**src/rtl/mem_arbiter_pkg.sv**
```systemverilog
// Shared types for the unified-memory arbiter: FSM state encoding,
// transaction owner and default bus widths.
package mem_arb_pkg;

  localparam int unsigned DATA_WIDTH_DEF  = 36;
  localparam int unsigned INSTR_WIDTH_DEF = 18;
  localparam int unsigned ADDR_WIDTH_DEF  = 14;

  typedef enum logic [1:0] {
    IDLE    = 2'd0,
    IF_BUSY = 2'd1,
    D_BUSY  = 2'd2
  } state_e;

  typedef enum logic {
    OWN_IF = 1'b0,
    OWN_D  = 1'b1
  } owner_e;

endpackage

```
**src/rtl/mem_arbiter_if.sv**
```systemverilog
// Requester and memory-side signal bundle for mem_arbiter.
// slave = arbiter view, master = requesters/memory view.
interface mem_arbiter_if
  import mem_arb_pkg::*;
#(
  parameter int unsigned DATA_WIDTH        = DATA_WIDTH_DEF,
  parameter int unsigned INSTRUCTION_WIDTH = INSTR_WIDTH_DEF,
  parameter int unsigned ADDRESS_BUS_WIDTH = ADDR_WIDTH_DEF
);
  logic                         i_if_req;
  logic [ADDRESS_BUS_WIDTH-1:0] i_if_addr;
  logic                         o_if_valid;
  logic [INSTRUCTION_WIDTH-1:0] o_if_instr;
  logic                         o_if_stall;

  logic                         i_d_read;
  logic                         i_d_write;
  logic [ADDRESS_BUS_WIDTH-1:0] i_d_addr;
  logic [DATA_WIDTH-1:0]        i_d_wdata;
  logic                         o_d_valid;
  logic [DATA_WIDTH-1:0]        o_d_rdata;
  logic                         o_d_stall;

  logic                         o_mem_req;
  logic                         o_mem_we;
  logic [ADDRESS_BUS_WIDTH-1:0] o_mem_addr;
  logic [DATA_WIDTH-1:0]        o_mem_wdata;
  logic                         i_mem_ack;
  logic [DATA_WIDTH-1:0]        i_mem_rdata;

  modport slave (
    input  i_if_req, i_if_addr, i_d_read, i_d_write, i_d_addr, i_d_wdata,
           i_mem_ack, i_mem_rdata,
    output o_if_valid, o_if_instr, o_if_stall, o_d_valid, o_d_rdata, o_d_stall,
           o_mem_req, o_mem_we, o_mem_addr, o_mem_wdata
  );

  modport master (
    output i_if_req, i_if_addr, i_d_read, i_d_write, i_d_addr, i_d_wdata,
           i_mem_ack, i_mem_rdata,
    input  o_if_valid, o_if_instr, o_if_stall, o_d_valid, o_d_rdata, o_d_stall,
           o_mem_req, o_mem_we, o_mem_addr, o_mem_wdata
  );

endinterface

```
**src/rtl/mem_arbiter_arb_pick.sv**
```systemverilog
// Grant decision: data wins unless a fetch is waiting and the data burst
// limit has been reached.
module arb_pick #(
  parameter int unsigned D_BURST_MAX = 4,
  parameter int unsigned CNT_W       = 3
) (
  input  logic             if_pending,
  input  logic             d_pending,
  input  logic [CNT_W-1:0] burst_cnt,
  output logic             grant_if,
  output logic             grant_d
);

  logic burst_full;

  always_comb begin
    burst_full = (burst_cnt == CNT_W'(D_BURST_MAX));
    grant_d    = d_pending & ~(if_pending & burst_full);
    grant_if   = if_pending & ~grant_d;
  end

endmodule

```
**src/rtl/mem_arbiter.sv**
```systemverilog
// Arbitrates one single-port memory between instruction fetch and load/store,
// with registered memory request outputs and a data burst limit.
module mem_arbiter
  import mem_arb_pkg::*;
#(
  parameter int unsigned DATA_WIDTH        = DATA_WIDTH_DEF,
  parameter int unsigned INSTRUCTION_WIDTH = INSTR_WIDTH_DEF,
  parameter int unsigned ADDRESS_BUS_WIDTH = ADDR_WIDTH_DEF,
  parameter int unsigned D_BURST_MAX       = 4
) (
  input  logic          i_clk,
  input  logic          i_rst,
  mem_arbiter_if.slave  bus
);

  localparam int unsigned CNT_W = $clog2(D_BURST_MAX + 1);

  state_e                       state_q, state_d;
  logic [CNT_W-1:0]             burst_q, burst_d;
  logic                         mem_req_q, mem_req_d;
  logic                         mem_we_q, mem_we_d;
  logic [ADDRESS_BUS_WIDTH-1:0] mem_addr_q, mem_addr_d;
  logic [DATA_WIDTH-1:0]        mem_wdata_q, mem_wdata_d;

  logic   if_pending, d_pending, grant_if, grant_d, mem_ack;
  logic   if_valid, d_valid;
  owner_e owner;

  assign if_pending = bus.i_if_req;
  assign d_pending  = bus.i_d_read | bus.i_d_write;
  assign mem_ack    = bus.i_mem_ack & mem_req_q;

  arb_pick #(
    .D_BURST_MAX (D_BURST_MAX),
    .CNT_W       (CNT_W)
  ) u_arb_pick (
    .if_pending (if_pending),
    .d_pending  (d_pending),
    .burst_cnt  (burst_q),
    .grant_if   (grant_if),
    .grant_d    (grant_d)
  );

  always_ff @(posedge i_clk) begin
    if (i_rst) begin
      state_q     <= IDLE;
      burst_q     <= '0;
      mem_req_q   <= 1'b0;
      mem_we_q    <= 1'b0;
      mem_addr_q  <= '0;
      mem_wdata_q <= '0;
    end else begin
      state_q     <= state_d;
      burst_q     <= burst_d;
      mem_req_q   <= mem_req_d;
      mem_we_q    <= mem_we_d;
      mem_addr_q  <= mem_addr_d;
      mem_wdata_q <= mem_wdata_d;
    end
  end

  // Burst count only matters while a fetch waits; any idle-fetch edge clears it.
  always_comb begin
    state_d     = state_q;
    burst_d     = if_pending ? burst_q : '0;
    mem_req_d   = mem_req_q;
    mem_we_d    = mem_we_q;
    mem_addr_d  = mem_addr_q;
    mem_wdata_d = mem_wdata_q;
    unique case (state_q)
      IDLE: begin
        if (grant_d) begin
          state_d     = D_BUSY;
          mem_req_d   = 1'b1;
          mem_we_d    = bus.i_d_write;
          mem_addr_d  = bus.i_d_addr;
          mem_wdata_d = bus.i_d_wdata;
          if (if_pending && burst_q != CNT_W'(D_BURST_MAX)) begin
            burst_d = burst_q + CNT_W'(1);
          end
        end else if (grant_if) begin
          state_d    = IF_BUSY;
          mem_req_d  = 1'b1;
          mem_we_d   = 1'b0;
          mem_addr_d = bus.i_if_addr;
          burst_d    = '0;
        end
      end
      IF_BUSY, D_BUSY: begin
        if (mem_ack) begin
          state_d   = IDLE;
          mem_req_d = 1'b0;
        end
      end
      default: begin
        state_d   = IDLE;
        mem_req_d = 1'b0;
      end
    endcase
  end

  // Completion is suppressed during reset so an abandoned access never reports.
  always_comb begin
    owner    = (state_q == IF_BUSY) ? OWN_IF : OWN_D;
    if_valid = mem_ack & ~i_rst & (owner == OWN_IF);
    d_valid  = mem_ack & ~i_rst & (owner == OWN_D);
  end

  assign bus.o_if_valid  = if_valid;
  assign bus.o_if_instr  = bus.i_mem_rdata[INSTRUCTION_WIDTH-1:0];
  assign bus.o_if_stall  = if_pending & ~if_valid;
  assign bus.o_d_valid   = d_valid;
  assign bus.o_d_rdata   = bus.i_mem_rdata;
  assign bus.o_d_stall   = d_pending & ~d_valid;
  assign bus.o_mem_req   = mem_req_q;
  assign bus.o_mem_we    = mem_we_q;
  assign bus.o_mem_addr  = mem_addr_q;
  assign bus.o_mem_wdata = mem_wdata_q;

endmodule
```
**src/flat_wrapper.sv**
```systemverilog
// flat-port wrapper written by rule: the top's interface ports become plain ports
module mem_arbiter_flat import mem_arb_pkg::*;
#(
  parameter int unsigned DATA_WIDTH        = DATA_WIDTH_DEF,
  parameter int unsigned INSTRUCTION_WIDTH = INSTR_WIDTH_DEF,
  parameter int unsigned ADDRESS_BUS_WIDTH = ADDR_WIDTH_DEF,
  parameter int unsigned D_BURST_MAX       = 4
)
  (i_clk, i_rst, bus_i_if_req, bus_i_if_addr, bus_i_d_read, bus_i_d_write, bus_i_d_addr, bus_i_d_wdata, bus_i_mem_ack, bus_i_mem_rdata, bus_o_if_valid, bus_o_if_instr, bus_o_if_stall, bus_o_d_valid, bus_o_d_rdata, bus_o_d_stall, bus_o_mem_req, bus_o_mem_we, bus_o_mem_addr, bus_o_mem_wdata);
  mem_arbiter_if #(.DATA_WIDTH(DATA_WIDTH), .INSTRUCTION_WIDTH(INSTRUCTION_WIDTH), .ADDRESS_BUS_WIDTH(ADDRESS_BUS_WIDTH)) bus_i ();
  input  logic i_clk;
  input  logic i_rst;
  input wire logic [$bits(bus_i.i_if_req)-1:0] bus_i_if_req;
  input wire logic [$bits(bus_i.i_if_addr)-1:0] bus_i_if_addr;
  input wire logic [$bits(bus_i.i_d_read)-1:0] bus_i_d_read;
  input wire logic [$bits(bus_i.i_d_write)-1:0] bus_i_d_write;
  input wire logic [$bits(bus_i.i_d_addr)-1:0] bus_i_d_addr;
  input wire logic [$bits(bus_i.i_d_wdata)-1:0] bus_i_d_wdata;
  input wire logic [$bits(bus_i.i_mem_ack)-1:0] bus_i_mem_ack;
  input wire logic [$bits(bus_i.i_mem_rdata)-1:0] bus_i_mem_rdata;
  output wire logic [$bits(bus_i.o_if_valid)-1:0] bus_o_if_valid;
  output wire logic [$bits(bus_i.o_if_instr)-1:0] bus_o_if_instr;
  output wire logic [$bits(bus_i.o_if_stall)-1:0] bus_o_if_stall;
  output wire logic [$bits(bus_i.o_d_valid)-1:0] bus_o_d_valid;
  output wire logic [$bits(bus_i.o_d_rdata)-1:0] bus_o_d_rdata;
  output wire logic [$bits(bus_i.o_d_stall)-1:0] bus_o_d_stall;
  output wire logic [$bits(bus_i.o_mem_req)-1:0] bus_o_mem_req;
  output wire logic [$bits(bus_i.o_mem_we)-1:0] bus_o_mem_we;
  output wire logic [$bits(bus_i.o_mem_addr)-1:0] bus_o_mem_addr;
  output wire logic [$bits(bus_i.o_mem_wdata)-1:0] bus_o_mem_wdata;
  assign bus_i.i_if_req = bus_i_if_req;
  assign bus_i.i_if_addr = bus_i_if_addr;
  assign bus_i.i_d_read = bus_i_d_read;
  assign bus_i.i_d_write = bus_i_d_write;
  assign bus_i.i_d_addr = bus_i_d_addr;
  assign bus_i.i_d_wdata = bus_i_d_wdata;
  assign bus_i.i_mem_ack = bus_i_mem_ack;
  assign bus_i.i_mem_rdata = bus_i_mem_rdata;
  assign bus_o_if_valid = bus_i.o_if_valid;
  assign bus_o_if_instr = bus_i.o_if_instr;
  assign bus_o_if_stall = bus_i.o_if_stall;
  assign bus_o_d_valid = bus_i.o_d_valid;
  assign bus_o_d_rdata = bus_i.o_d_rdata;
  assign bus_o_d_stall = bus_i.o_d_stall;
  assign bus_o_mem_req = bus_i.o_mem_req;
  assign bus_o_mem_we = bus_i.o_mem_we;
  assign bus_o_mem_addr = bus_i.o_mem_addr;
  assign bus_o_mem_wdata = bus_i.o_mem_wdata;
  mem_arbiter #(.DATA_WIDTH(DATA_WIDTH), .INSTRUCTION_WIDTH(INSTRUCTION_WIDTH), .ADDRESS_BUS_WIDTH(ADDRESS_BUS_WIDTH), .D_BURST_MAX(D_BURST_MAX)) u_core (.i_clk(i_clk), .i_rst(i_rst), .bus(bus_i));
endmodule
```
**config.mk**
```make
export PLATFORM = sky130hd
export DESIGN_NAME = mem_arbiter_flat
export DESIGN_NICKNAME = d
export VERILOG_FILES = /design/src/rtl/mem_arbiter_pkg.sv /design/src/rtl/mem_arbiter_if.sv /design/src/rtl/mem_arbiter_arb_pick.sv /design/src/rtl/mem_arbiter.sv /design/src/flat_wrapper.sv
export SDC_FILE = /design/constraint.sdc
export NUM_CORES = 1
export LEC_CHECK = 0
export CAP_MARGIN = 5
export CORE_MARGIN = 4
export CORE_UTILIZATION = 36
export DETAILED_ROUTE_END_ITERATION = 8
export PLACE_DENSITY = 0.86
export SLEW_MARGIN = 20
export SYNTH_ARGS = -nofsm -noshare
export SYNTH_HDL_FRONTEND = slang
export SYNTH_SLANG_ARGS = --single-unit
```
**constraint.sdc**
```tcl
create_clock -name i_clk -period 4.7 [get_ports i_clk]
set_clock_uncertainty 0.1 [all_clocks]
set_input_delay 1.175 -clock i_clk [delete_from_list [all_inputs] [get_ports i_clk]]
set_output_delay 1.175 -clock i_clk [all_outputs]
set_load 0.05 [all_outputs]
```
==> flow_metrics.py, run 1 <==
metrics = {
    "yosys": {
        "synth_xor_area_share_pct": 0,
        "synth.distinct_cells": 35,
        "synth_top_family_by_area": "buffers and inverters",
        "synthesis.nets": 452,
        "yosysSeqAreaShare_pct": 40.7,
        "netlist_area_um2": 2800,
        "synthAdderAreaFrac_pct": 1.79,
        "muxShareOfSynthArea_pct": 0.715,
        "synth_area_per_cell_um2": 8.19,
        "synth-simple-area-share_pct": 18.8,
        "ys_warn_count": 0,
        "synth_compound_area_share_pct": 18.0,
        "synth-seq-cells": 57,
        "syn_inst": 342,
    },
    "floorplan": {
        "dieWidth_um": 96.2,
        "die_area_um2": 9260,
        "fp.coreArea_um2": 7410,
        "io_pins": 216,
        "die_y_um": 96.2,
        "start_util_pct": 37.8,
        "rows": 31,
    },
    "critical_path": {
        "cp-start-kind": "primary input",
        "cp_max_fo": 4,
        "crit_arrival_ns": 2.99,
        "slowest_stage": "clkdlybuf4s50_1",
        "cp_common_cell": "clkdlybuf4s50_1",
        "path_cells": "clkdlybuf4s50_1 > nand2_1 > nor3b_1 > clkdlybuf4s50_1",
        "crit_type": "in -> out",
        "crit_path_max_incr_delay_ns": 0.88,
        "critPathCaptureType": "output pin",
        "cp.required_ns": 3.42,
    },
    "clocking": {
        "clock_latency_ns": 0.32,
        "path_clk_slew_ns": 0.06,
        "cts_max_level": 3,
        "cts_setup_buffers": 0,
        "cts_tree": "done",
        "hold_buffers": 0,
        "cts.root.buffer_cell": "clkbuf_8",
        "numClockSinks": 57,
        "numCtsBuffers": 9,
        "cts.path.max_buffers": 2,
        "cts_resized": 0,
    },
    "sta": {
        "min_period_ns": 4.26,
        "tightest_slew_ns": 0.734,
        "fin_crit_sh_pct": 90.7,
        "tns_ns": 0,
        "whs_ns": 0.351,
        "worst_slack_ns": 0.438,
        "fmax_ghz": 0.235,
        "finalHoldViolCount": 0,
        "finalMaxSlewViolations": 0,
        "relSlewSlack_pct": 51.0,
        "finalSetupViolCount": 0,
        "rsz0062_at_grt": "no",
    },
    "grt": {
        "grt_max_degree": 38,
        "grt_use_total_pct": 15.2,
        "grt_pass1_wl_um": 11000,
        "grt_pass1_vias": 2405,
        "grt_overflow": 0,
        "antenna_found_initial": 0,
    },
    "routing": {
        "viasPerCell": 4.70,
        "wl_per_cell_um": 13.7,
        "drt_iter0_drc": 59,
        "finalWirelength_um": 7010,
        "firstDrtPassIters": 4,
        "drcViolationCount": 0,
        "antenna_left": 0,
        "vias": 2403,
    },
    "flow_run": {
        "max-cap-violations": 0,
    },
    "layout": {
        "final_area_um2": 3890,
        "diodes": 0,
        "final_common_cell": "clkdlybuf4s50_1",
        "final_cell_mix": "124 x clkdlybuf4s50_1, 92 x nand2_1, 57 x dfxtp_1",
        "fin_cells": 511,
        "nNetsFinal": 517,
        "syn_to_final_growth_pct": 38.8,
        "drive_above_1_share_pct": 9.47,
        "final_core_util_pct": 52.5,
    },
    "placement": {
        "dpl_cell_area_um2": 3640,
        "globalplace.congestion": 0.707,
        "io_buffer_count": 125,
        "post-dp-hpwl_um": 5340,
        "place_ws_ns": 0.467,
        "dp_cells": 495,
    },
    "pwr": {
        "finalPower_mw": 1.71,
        "vdd_drop_max_mv": 0.290,
        "p_leak_nw": 1.47,
        "power_density_nw_per_um2": 440,
    },
    "outcome": {
        "outcome": "finished clean",
    },
    "hold_path": {
        "holdCritPathClass": "reg -> reg",
    },
}
critical path, delay by kind of cell:
| family | cells | cell delay, ns |
|---|---|---|
| buffers and inverters | 2 | 1.36 |
| and+or+nand+nor | 2 | 0.45 |
cell families after synthesis:
logic type / Yosys count
flip-flops: 57
adder cells (fa/ha/maj): 4
multiplexers: 2
buffers and inverters: 77
AO/OA/AOI/OAI: 74
AND/OR/NAND/NOR: 128
flip-flops by register name (all words and copies together), names as in the netlist:
| name | flops |
|---|---|
| u_core.bus.o_mem_addr | 14 |
| u_core.state_q | 2 |
| u_core.burst_q | 3 |
| u_core.bus.o_mem_wdata | 36 |
| u_core.bus.o_mem_req | 1 |
| u_core.bus.o_mem_we | 1 |
final cells by class:
type | instances | area (um2)
fillers | 678 | 3520
repair buffers | 127 | 1260
flip-flops and latches | 57 | 1140
multi-input cells | 208 | 1100
clock buffers | 11 | 141
well taps | 99 | 124
clock inverters | 5 | 103
inverters | 4 | 15.0
routing by layer:
layer  vias to the layer above  share of wire (%)  global-route usage [%]  routed length, um
li1                       1193                  -                       -                  -
met1                      1089                 39                    16.1               2710
met2                       107                 51                    26.9               3580
met3                        14                9.2                    7.04                644
met4                         0                1.0                    4.38                 72
met5                         -                  0                       0                  0
final timing paths:
kind	to	depth (start not counted)	slack (ns)	from
setup / recovery	bus_o_if_valid	4	0.44	bus_i_mem_ack
hold / removal	u_core.bus.o_mem_wdata[12]	2	0.35	u_core.bus.o_mem_wdata[12]
setup reg to reg	u_core.bus.o_mem_wdata[16]	5	2.56	u_core.state_q[1]
hold reg to reg	u_core.bus.o_mem_wdata[12]	2	0.35	u_core.bus.o_mem_wdata[12]
synthesized netlist by cell type:
library cell | count | area, um2
nand2_1 | 92 | 345
inv_1 | 4 | 15.0
and3_2 | 1 | 7.51
nand2b_1 | 1 | 6.26
nor2b_2 | 1 | 8.76
a22o_1 | 1 | 8.76
a32oi_1 | 1 | 8.76
o22ai_1 | 1 | 6.26
nor2_1 | 21 | 78.8
o31ai_1 | 1 | 7.51
ha_1 | 4 | 50.1
o21ai_4 | 1 | 16.3
mux2i_1 | 2 | 20.0
nand3_2 | 1 | 10.0
buf_6 | 6 | 67.6
and2_4 | 1 | 8.76
dfxtp_1 | 57 | 1140
o21ai_0 | 1 | 5.00
nand4_1 | 1 | 6.26
buf_2 | 5 | 25.0
a21oi_1 | 44 | 220
clkbuf_1 | 6 | 22.5
buf_8 | 1 | 15.0
nand4b_1 | 1 | 8.76
buf_4 | 55 | 413
nor3_1 | 2 | 10.0
or2_1 | 1 | 6.26
a211oi_2 | 8 | 100
a211oi_1 | 6 | 45.0
o2bb2ai_1 | 1 | 8.76
nor2b_1 | 3 | 18.8
nand3_1 | 1 | 5.00
o21a_1 | 1 | 7.51
nor3b_1 | 1 | 7.51
a21oi_2 | 8 | 70.1
power breakdown:
group          internal, mW  total [mW]  switching, mW
clock                 0.366       0.553          0.187
sequential            0.543       0.573         0.0299
combinational         0.213       0.585          0.372
total                  1.12        1.71          0.589
No activity file was read; power rests on OpenSTA's default activity.
==> inputs of run 2 (changes only) <==
--- a/config.mk
+++ b/config.mk
@@ -9,7 +9,7 @@
 export CORE_MARGIN = 4
 export CORE_UTILIZATION = 36
 export DETAILED_ROUTE_END_ITERATION = 8
-export PLACE_DENSITY = 0.86
+export PLACE_DENSITY = 0.88
 export SLEW_MARGIN = 20
 export SYNTH_ARGS = -nofsm -noshare
 export SYNTH_HDL_FRONTEND = slang
==> run 2 against run 1 <==
Net effect:
- sequential share of layout area rose by 0.057 points
- critical endpoint unchanged
- die area did not move
- largest cell class unchanged
- count of clock-buffer cells in the layout did not move
- core utilization fell by 0.10 points
- non-clock buffer count rose by 1
- clock power fell by 7.2%
- worst hold slack improved by 0.0026 ns
- worst setup slack improved by 0.060 ns
==> flow_metrics.py, run 2 (synthesis results as in run 1) <==
metrics = {
    "routing": {
        "finalWirelength_um": 6930,
        "antenna_left": 0,
        "drcViolationCount": 0,
        "drt_iter0_drc": 103,
        "vias": 2412,
        "wl_per_cell_um": 13.5,
        "viasPerCell": 4.71,
        "firstDrtPassIters": 4,
    },
    "floorplan": {
        "io_pins": 216,
        "die_area_um2": 9260,
        "die_y_um": 96.2,
        "start_util_pct": 37.8,
        "fp.coreArea_um2": 7410,
        "dieWidth_um": 96.2,
        "rows": 31,
    },
    "critical_path": {
        "cp_common_cell": "clkdlybuf4s50_1",
        "critPathTopFamily": "buffers and inverters",
        "crit_arrival_ns": 2.93,
        "slowest_stage": "clkdlybuf4s50_1",
        "crit_buf_inv": 2,
        "critPathCaptureType": "output pin",
        "cp-start-kind": "primary input",
        "path_cells": "clkdlybuf4s50_1 > nand2_1 > nor3b_1 > clkdlybuf4s50_1",
        "crit_type": "in -> out",
        "cp_max_fo": 4,
        "crit_path_max_incr_delay_ns": 0.86,
        "cp.required_ns": 3.42,
    },
    "outcome": {
        "outcome": "finished clean",
    },
    "sta": {
        "fin_crit_sh_pct": 89.4,
        "relSlewSlack_pct": 52.5,
        "min_period_ns": 4.20,
        "tightest_slew_ns": 0.712,
        "finalMaxSlewViolations": 0,
        "tns_ns": 0,
        "finalHoldViolCount": 0,
        "rsz0062_at_grt": "no",
        "fmax_ghz": 0.238,
        "finalSetupViolCount": 0,
    },
    "layout": {
        "largest_reg_flops": 36,
        "syn_to_final_growth_pct": 38.5,
        "final_core_util_pct": 52.4,
        "nNetsFinal": 518,
        "diodes": 0,
        "final_cell_mix": "124 x clkdlybuf4s50_1, 92 x nand2_1, 57 x dfxtp_1",
        "fin_cells": 512,
        "drive_above_1_share_pct": 9.93,
        "final_common_cell": "clkdlybuf4s50_1",
        "final_area_um2": 3880,
    },
    "placement": {
        "globalplace.congestion": 0.756,
        "dpl_cell_area_um2": 3650,
        "post-dp-hpwl_um": 5190,
        "io_buffer_count": 125,
        "dp_cells": 496,
    },
    "pwr": {
        "p_clk_share_pct": 30.7,
        "vdd_drop_max_mv": 0.201,
        "swShare_pct": 35.3,
        "pwr-share-seq_pct": 34.3,
        "p_sw_uw": 590,
        "pwr-share-comb_pct": 35.1,
        "power_density_nw_per_um2": 431,
        "internal-power_mw": 1.08,
        "p_leak_nw": 1.47,
    },
    "grt": {
        "grt_max_degree": 38,
        "grt_pass1_vias": 2371,
        "grt_overflow": 0,
        "antenna_found_initial": 0,
        "grt_use_total_pct": 14.4,
        "grt_pass1_wl_um": 10500,
    },
    "clocking": {
        "numCtsBuffers": 9,
        "hold_buffers": 0,
        "cts_tree": "done",
        "path_clk_slew_ns": 0.07,
        "cts_setup_buffers": 0,
        "numClockSinks": 57,
        "cts.path.max_buffers": 2,
        "cts_resized": 0,
        "cts.root.buffer_cell": "clkbuf_8",
        "clock_latency_ns": 0.31,
        "cts_max_level": 3,
    },
    "hold_path": {
        "holdCritPathClass": "reg -> reg",
    },
    "flow_run": {
        "max-cap-violations": 0,
    },
}
==> run 2: final timing paths <==
path / startpoint / end / slack [ns] / depth (start not counted)
worst min register to register: u_core.bus.o_mem_wdata[18] / u_core.bus.o_mem_wdata[18] / 0.35 / 2
worst max-delay path: bus_i_mem_ack / bus_o_if_valid / 0.50 / 4
worst min-delay path: u_core.bus.o_mem_wdata[18] / u_core.bus.o_mem_wdata[18] / 0.35 / 2
worst max register to register: u_core.state_q[1] / u_core.bus.o_mem_wdata[25] / 2.61 / 5
==> run 2: tightest hold or removal path, cell delays in order (launching register included) <==
cell	delay [ns]
dfxtp_1	0.31
nand2_1	0.05
a21oi_1	0.05
==> run 2: layout make-up <==
| type | count | area (um2) |
|---|---|---|
| clock buffer | 11 | 151 |
| clock inverter | 5 | 77.6 |
| fill | 693 | 3530 |
| inverter | 4 | 15.0 |
| multi-input combinational | 208 | 1100 |
| sequential | 57 | 1140 |
| tap | 99 | 124 |
| timing repair buffer | 128 | 1270 |
==> run 2: power by group through the flow <==
stage	Sequential, mW	Clock, mW	Combinational (mW)
4_1_cts	0.573	0.534	0.592
3_3_place_gp	0.580	0	0.582
3_5_place_dp	0.584	0	0.590
6_report	0.573	0.513	0.586
5_1_grt	0.579	0.557	0.626
2_1_floorplan	0.775	0	0.330
==> run 2: per-layer routing <==
layer  vias to the layer above  wire, um  share of wire, %  global-route usage [%]
li1                       1193         -                 -                       -
met1                      1111      2730                39                    15.3
met2                        95      3490                50                    25.1
met3                        13       624               9.0                    5.63
met4                         0        92               1.3                    6.64
met5                         -         0                 0                       0
==> run 2: through the flow <==
stage | total power, mW | worst slack, ns | hold slack (ns)
after floorplan | 1.11 | 0.340 | 0.349
after global placement | 1.16 | 0.518 | 0.341
after detailed placement | 1.17 | 0.489 | 0.347
after CTS | 1.70 | 0.472 | 0.356
after global routing | 1.76 | 0.390 | 0.377
final | 1.67 | 0.498 | 0.354
